## config.mk

```make
export PLATFORM = sky130hd
export DESIGN_NAME = mem_access
export DESIGN_NICKNAME = d
export VERILOG_FILES = /design/src/rtl/mem_access_pkg.sv /design/src/rtl/mem_access_ld_ext.sv /design/src/rtl/mem_access.sv
export SDC_FILE = /design/constraint.sdc
export NUM_CORES = 1
export LEC_CHECK = 0
export ABC_AREA = 0
export BUFFER_PORTS_ARGS = -buffer_cell sky130_fd_sc_hd__clkbuf_2
export CORE_AREA = 5 5 153 155
export DETAILED_ROUTE_END_ITERATION = 16
export DIE_AREA = 0 0 158 160
export PLACE_DENSITY_LB_ADDON = 0.08
export REMOVE_ABC_BUFFERS = 1
export SYNTH_ARGS = -nofsm -noshare
export SYNTH_HDL_FRONTEND = slang
export SYNTH_SLANG_ARGS = --single-unit
export TNS_END_PERCENT = 10
```

## constraint.sdc

```tcl
create_clock -name clk -period 8.35 [get_ports clk]
set_input_delay 1.67 -clock clk [delete_from_list [all_inputs] [get_ports clk]]
set_output_delay 1.67 -clock clk [all_outputs]
set_load 0.02 [all_outputs]
```

## src/rtl/mem_access_pkg.sv

```systemverilog
// rtl/mem_access_pkg.sv - shared opcodes, funct3 codes, FSM states and access-size helpers
//
// Purpose: constants and small helpers imported by mem_access and mem_access_ld_ext.
// Ports:   none (package).
package mem_access_pkg;

  localparam logic [6:0] OPCODE_LOAD  = 7'b0000011;
  localparam logic [6:0] OPCODE_STORE = 7'b0100011;

  localparam logic [2:0] FUNCT3_LB  = 3'b000;
  localparam logic [2:0] FUNCT3_LH  = 3'b001;
  localparam logic [2:0] FUNCT3_LW  = 3'b010;
  localparam logic [2:0] FUNCT3_LBU = 3'b100;
  localparam logic [2:0] FUNCT3_LHU = 3'b101;

  typedef enum logic [1:0] {
    MEM_IDLE = 2'd0,
    MEM_XFER = 2'd1,
    MEM_DONE = 2'd2
  } mem_state_e;

  // Bytes moved by an access. The unsigned variants only exist for loads,
  // so on a store they (like any other unknown code) fall back to a word.
  function automatic logic [2:0] access_bytes(input logic [2:0] funct3, input logic is_load);
    case (funct3)
      FUNCT3_LB:  return 3'd1;
      FUNCT3_LH:  return 3'd2;
      FUNCT3_LBU: return is_load ? 3'd1 : 3'd4;
      FUNCT3_LHU: return is_load ? 3'd2 : 3'd4;
      default:    return 3'd4;
    endcase
  endfunction

  function automatic logic is_misaligned(input logic [2:0] nbytes, input logic [1:0] addr_lo);
    return ((nbytes == 3'd2) && addr_lo[0]) || ((nbytes == 3'd4) && (addr_lo != 2'b00));
  endfunction

endpackage

```

## src/rtl/mem_access_ld_ext.sv

```systemverilog
// rtl/mem_access_ld_ext.sv - load result sign/zero extension
//
// Purpose: turns the little-endian assembled load bytes into the rd value.
// Ports:
//   funct3  in  3   load width/sign select (B, H, W, BU, HU; unknown = W)
//   data    in  32  assembled bytes, byte k in data[8k+7:8k], unused bytes zero
//   result  out 32  extended rd value
module mem_access_ld_ext
  import mem_access_pkg::*;
(
  input  logic [2:0]  funct3,
  input  logic [31:0] data,
  output logic [31:0] result
);

  always_comb begin
    result = data;
    case (funct3)
      FUNCT3_LB:  result = {{24{data[7]}}, data[7:0]};
      FUNCT3_LH:  result = {{16{data[15]}}, data[15:0]};
      FUNCT3_LBU: result = {24'h000000, data[7:0]};
      FUNCT3_LHU: result = {16'h0000, data[15:0]};
      default:    result = data;
    endcase
  end

endmodule

```

## src/rtl/mem_access.sv

```systemverilog
// rtl/mem_access.sv - MEM-stage load/store engine over a byte-wide data RAM
//
// Purpose: passes non-memory instructions straight through to mem_wb; splits
// stores into byte writes and assembles loads byte by byte, stalling the front
// of the pipeline while an access is in flight.
// Optional feature: define MEM_ACCESS_MISALIGN_CHK_EN to trap misaligned H/W
// accesses (no RAM cycle, misalign_o pulses in DONE).
// Ports:
//   clk, rst                    clock (rising edge), synchronous active-high reset
//   valid_i, opcode_i, funct3_i instruction from ex_mem
//   we_i, waddr_i               rd write enable / index
//   alu_i, sdata_i              effective address or rd data / store data
//   adv_i                       ex_mem -> mem_wb advance from the stall controller
//   mem_din_i                   RAM read data, RD_LAT cycles after mem_a_o
//   mem_a_o, mem_dout_o, mem_wr_o   RAM address / write data / write strobe
//   mem_opcode_o, mem_we_o, mem_waddr_o, mem_wdata_o   write-back stream
//   stallreq_o                  hold IF..EX and ex_mem
//   misalign_o                  (feature only) misaligned access flag in DONE
module mem_access
  import mem_access_pkg::*;
#(
  parameter int ADDR_W = 32,
  parameter int RD_LAT = 1
) (
  input  logic              clk,
  input  logic              rst,
  input  logic              valid_i,
  input  logic [6:0]        opcode_i,
  input  logic [2:0]        funct3_i,
  input  logic              we_i,
  input  logic [4:0]        waddr_i,
  input  logic [31:0]       alu_i,
  input  logic [31:0]       sdata_i,
  input  logic              adv_i,
  input  logic [7:0]        mem_din_i,
  output logic [ADDR_W-1:0] mem_a_o,
  output logic [7:0]        mem_dout_o,
  output logic              mem_wr_o,
  output logic [6:0]        mem_opcode_o,
  output logic              mem_we_o,
  output logic [4:0]        mem_waddr_o,
  output logic [31:0]       mem_wdata_o,
  output logic              stallreq_o
`ifdef MEM_ACCESS_MISALIGN_CHK_EN
  ,
  output logic              misalign_o
`endif
);

  localparam logic [2:0] RD_LAT_C = 3'(RD_LAT);

  mem_state_e        state_q, state_d;
  logic [2:0]        cnt_q;
  logic [ADDR_W-1:0] addr_q;
  logic [31:0]       sdata_q;
  logic [31:0]       asm_q;
  logic [2:0]        funct3_q;
  logic [2:0]        nbytes_q;
  logic [6:0]        opcode_q;
  logic              we_q;
  logic [4:0]        waddr_q;
  logic              load_q;
  logic              mis_q;

  logic              is_load, is_store, is_ldst;
  logic [2:0]        nbytes_in;
  logic              mis_in;
  logic [2:0]        last_cnt;
  logic [1:0]        cap_idx;
  logic [31:0]       ld_result;

  assign is_load   = (opcode_i == OPCODE_LOAD);
  assign is_store  = (opcode_i == OPCODE_STORE);
  assign is_ldst   = valid_i && (is_load || is_store);
  assign nbytes_in = access_bytes(funct3_i, is_load);

`ifdef MEM_ACCESS_MISALIGN_CHK_EN
  assign mis_in     = is_misaligned(nbytes_in, alu_i[1:0]);
  assign misalign_o = (state_q == MEM_DONE) && mis_q && !rst;
`else
  assign mis_in     = 1'b0;
`endif

  // Stores finish with the last write; loads must also wait out the read
  // latency of the final byte, so their counter runs RD_LAT cycles further.
  assign last_cnt = load_q ? (nbytes_q + RD_LAT_C - 3'd1) : (nbytes_q - 3'd1);
  // Byte landing on mem_din_i this cycle was issued RD_LAT cycles ago.
  assign cap_idx  = 2'(cnt_q - RD_LAT_C);

  mem_access_ld_ext u_ld_ext (
    .funct3 (funct3_q),
    .data   (asm_q),
    .result (ld_result)
  );

  always_ff @(posedge clk) begin
    if (rst) begin
      state_q <= MEM_IDLE;
    end else begin
      state_q <= state_d;
    end
  end

  always_comb begin
    state_d      = state_q;
    mem_a_o      = '0;
    mem_dout_o   = 8'h00;
    mem_wr_o     = 1'b0;
    mem_opcode_o = 7'h00;
    mem_we_o     = 1'b0;
    mem_waddr_o  = 5'd0;
    mem_wdata_o  = 32'h0;
    stallreq_o   = 1'b0;

    case (state_q)
      MEM_IDLE: begin
        if (is_ldst) begin
          state_d      = mis_in ? MEM_DONE : MEM_XFER;
          stallreq_o   = 1'b1;
          mem_opcode_o = opcode_i;
          mem_waddr_o  = waddr_i;
        end else begin
          mem_opcode_o = opcode_i;
          mem_we_o     = we_i;
          mem_waddr_o  = waddr_i;
          mem_wdata_o  = alu_i;
        end
      end

      MEM_XFER: begin
        stallreq_o   = 1'b1;
        mem_opcode_o = opcode_q;
        mem_waddr_o  = waddr_q;
        if (!load_q) begin
          mem_wr_o   = 1'b1;
          mem_a_o    = addr_q + ADDR_W'(cnt_q);
          mem_dout_o = sdata_q[{cnt_q[1:0], 3'b000} +: 8];
        end else if (cnt_q < nbytes_q) begin
          mem_a_o    = addr_q + ADDR_W'(cnt_q);
        end
        if (cnt_q == last_cnt) begin
          state_d = MEM_DONE;
        end
      end

      MEM_DONE: begin
        mem_opcode_o = opcode_q;
        mem_waddr_o  = waddr_q;
        mem_we_o     = we_q && load_q && (waddr_q != 5'd0) && !mis_q;
        mem_wdata_o  = (load_q && !mis_q) ? ld_result : 32'h0;
        // valid_i is deliberately not looked at here: the same instruction
        // may still be sitting in ex_mem and must not be executed twice.
        if (adv_i) begin
          state_d = MEM_IDLE;
        end
      end

      default: state_d = MEM_IDLE;
    endcase

    // Reset silences every output at once so no write strobe or partial
    // result escapes during an aborted access.
    if (rst) begin
      state_d      = MEM_IDLE;
      mem_a_o      = '0;
      mem_dout_o   = 8'h00;
      mem_wr_o     = 1'b0;
      mem_opcode_o = 7'h00;
      mem_we_o     = 1'b0;
      mem_waddr_o  = 5'd0;
      mem_wdata_o  = 32'h0;
      stallreq_o   = 1'b0;
    end
  end

  always_ff @(posedge clk) begin
    if (rst) begin
      cnt_q    <= 3'd0;
      addr_q   <= '0;
      sdata_q  <= 32'h0;
      asm_q    <= 32'h0;
      funct3_q <= 3'd0;
      nbytes_q <= 3'd0;
      opcode_q <= 7'h00;
      we_q     <= 1'b0;
      waddr_q  <= 5'd0;
      load_q   <= 1'b0;
      mis_q    <= 1'b0;
    end else begin
      case (state_q)
        MEM_IDLE: begin
          if (is_ldst) begin
            cnt_q    <= 3'd0;
            addr_q   <= alu_i[ADDR_W-1:0];
            sdata_q  <= sdata_i;
            asm_q    <= 32'h0;
            funct3_q <= funct3_i;
            nbytes_q <= nbytes_in;
            opcode_q <= opcode_i;
            we_q     <= we_i;
            waddr_q  <= waddr_i;
            load_q   <= is_load;
            mis_q    <= mis_in;
          end
        end
        MEM_XFER: begin
          cnt_q <= cnt_q + 3'd1;
          if (load_q && (cnt_q >= RD_LAT_C)) begin
            asm_q[{cap_idx, 3'b000} +: 8] <= mem_din_i;
          end
        end
        default: ;
      endcase
    end
  end

endmodule

```

==> reports/results.txt <==
core area = 21,700 um^2
residual DRC count = 0
P_int = 0.00117 W
number of global-route vias before repair = 6,224
global-route wire length before repair = 34,100 um
IO Pins = 179
net switching power figure = 0.000417 W
DR WL/cell = 16.7 um
Synth Warn # = 0
Hold Slack = 444 ps
crit-path max FO = 81
CTS tree = built
Critical Path End Type = primary output
Yosys top cell area share = 37.4%
fin. max-slew vios = 0
CTS Buf Count = 17
fin crit period = 4940 ps
RSZ-0062 raised after global routing = false
synthesized cell area = 6470 um^2
DR vias/cell = 4.86
Clock Skew = 7.82 ps
Longest Clk Path Bufs = 2
switching share of power = 26.2%
Placer Congestion = 0.772
EDFF count, synth = 0
largest net degree at the start of global routing = 82
Port-buffer cells = 178
Leakage Power = 3.19 nW
final period utilization = 59.1%
Synth Instances = 846
Starting Density = 29.8%
Die W = 158 um
DPL Wire Length = 15,400 um
sequential area share after synthesis = 37.4%
final wirelength = 21,400 um
diode count = 0
Non-Filler Instances = 1,286
cts repair resizes = 0
Combinational Power Share = 14.8%
Max Cap Viol = 0
ys async rst share = 0%
Post-synth top flop = dfxtp_1
clock share of power = 48.4%
proportion of layout cells with a drive suffix above 1 = 23.7%
Area Overhead vs Synth = 26.6%
commonest non-fill, non-tap cell in the layout = nand2_1
Std-Cell Rows = 54
grt total ovfl = 0
Slew HR = 33.7%
initial antenna violation count = 1
clk_lat worst skew = 410 ps
Final Hold Vio Count = 0
Unique masters post-synth = 57
status = completed
PD cells = 194 nW/um^2
H-Tree Depth = 4
total global-route track usage = 17.0%
Seq pwr share = 36.7%
DR vias = 6,244
Avg Cell Area, Syn = 7.65 um^2
Die Ht = 160 um
CTS clk-pin slew, worst paths = 50 ps
placed insts = 1,255
post-cts hold buffer count = 0
Synth area leaders = dfxtp_1 (37%), nand2_1 (11%), a21oi_1 (9.5%), nor2_1 (4.4%), ha_1 (3.1%)
Worst-Margin Slew = 994 ps
final setup violation count = 0
clk sink count = 121
leading area contributor after synthesis = dfxtp_1
1st-iter DRT viols = 331
Crit Path Class = in2out
fillers = 2,323
Routed Antenna Nets = 0
Setup TNS = 0 ps
startpoint types = input pin
Seq cells post-synth = 121
Critical Path RT = 6680 ps
Post-CTS Setup Bufs = 0
Worst Path Arrival = 3270 ps
Peak VDD IR = 0.136 mV
final-stage net count = 1,103
Die Area = 25,300 um^2
root buffer cell = clkbuf_16
Hold Path Class = reg2reg
FMAX = 202 MHz
commonest non-fill, non-tap cells in the layout = nand2_1 (181), clkbuf_2 (177), a21oi_1 (123)
Pre-antenna DRT Iters = 8
-- path summary, 6_finish.rpt --
kind	slack, ps	from	endpoint	cells after the start
worst max-delay path	3410	opcode_i[2]	stallreq_o	6
worst min register to register	440	asm_q[23]	asm_q[23]	1
worst max register to register	5410	state_q[0]	sdata_q[30]	7
worst min-delay path	440	asm_q[23]	asm_q[23]	1
-- sequential cells by signal, summed over array words and instances, names as in the netlist --
name      count
addr_q       32
asm_q        32
cnt_q         3
funct3_q      3
load_q        1
nbytes_q      3
opcode_q      7
sdata_q      32
state_q       2
waddr_q       5
we_q          1
-- power groups by stage --
stage | combinational, W | clock (W) | sequential, W
detailed placement | 0.000238 | 0 | 0.000596
finish | 0.000235 | 0.000769 | 0.000583
CTS | 0.000239 | 0.000790 | 0.000583
global placement | 0.000238 | 0 | 0.000596
global route | 0.000260 | 0.000814 | 0.000584
floorplan | 0.000133 | 0 | 0.000596
-- synthesized netlist by cell type, types with 2 or more instances --
cell type  number
a211oi_1        2
a21o_1          8
a21oi_1       123
a22o_1         16
a22oi_1        22
and2_0          2
and2_1         13
and4_1          5
buf_1           5
buf_2          13
buf_4           2
clkbuf_1       37
dfxtp_1       121
ha_1           16
inv_1          19
mux2i_1         4
mux4_2          8
nand2_1       181
nand2b_1       11
nand3_1        21
nand4_1         5
nand4b_1        2
nor2_1         75
nor2b_1        12
nor3_1          8
nor3b_1        12
nor4_4          2
o211ai_1        2
o21ai_0        38
o21bai_1        2
o31ai_1         3
or3_1           3
or4_1           2
xnor2_1        17
xor2_1         12
-- critical path, stage by stage --
cell and delay (ps):
clkbuf_2 110, nor4_4 440, nand4_1 150, buf_4 430
a21oi_1 260, clkbuf_2 190
-- cells by family after synthesis --
kind of cell / Yosys count / synth area share, %
AND/OR/NAND/NOR: 364 / 26.5
AO/OA/AOI/OAI: 226 / 20.5
flip-flops: 121 / 37.4
buffers and inverters: 77 / 4.83
XOR/XNOR: 29 / 3.93
adder cells (fa/ha/maj): 17 / 3.40
multiplexers: 12 / 3.40
-- layout make-up --
class / instances / area [um^2] / area share, %
Multi-Input combinational cell: 648 / 3760 / 46.0
Sequential cell: 121 / 2420 / 29.6
Timing Repair Buffer: 186 / 953 / 11.6
Clock buffer: 24 / 512 / 6.25
Tap cell: 280 / 350 / 4.28
Clock inverter: 7 / 113 / 1.37
Inverter: 20 / 75.1 / 0.917
-- through the flow --
step | utilization, % | power [W] | instance area (um^2) | setup slack [ps]
after floorplan | - | 0.000729 | 6230 | 2010
after global placement | 34.9 | 0.000834 | 7570 | 3390
after detailed placement | 34.9 | 0.000834 | 7570 | 3380
after global routing | 37.8 | 0.00166 | 8190 | 3240
after CTS | 37.8 | 0.00161 | 8190 | 3380
final | 37.8 | 0.00159 | 8190 | 3410
-- routing by layer --
metal	track usage, %	wire length, um
met3	4.17	1400
met4	3.80	171
met2	26.3	9520
met5	0	13
met1	24.0	10300
Note: power is estimated with default switching activity, not from simulation.
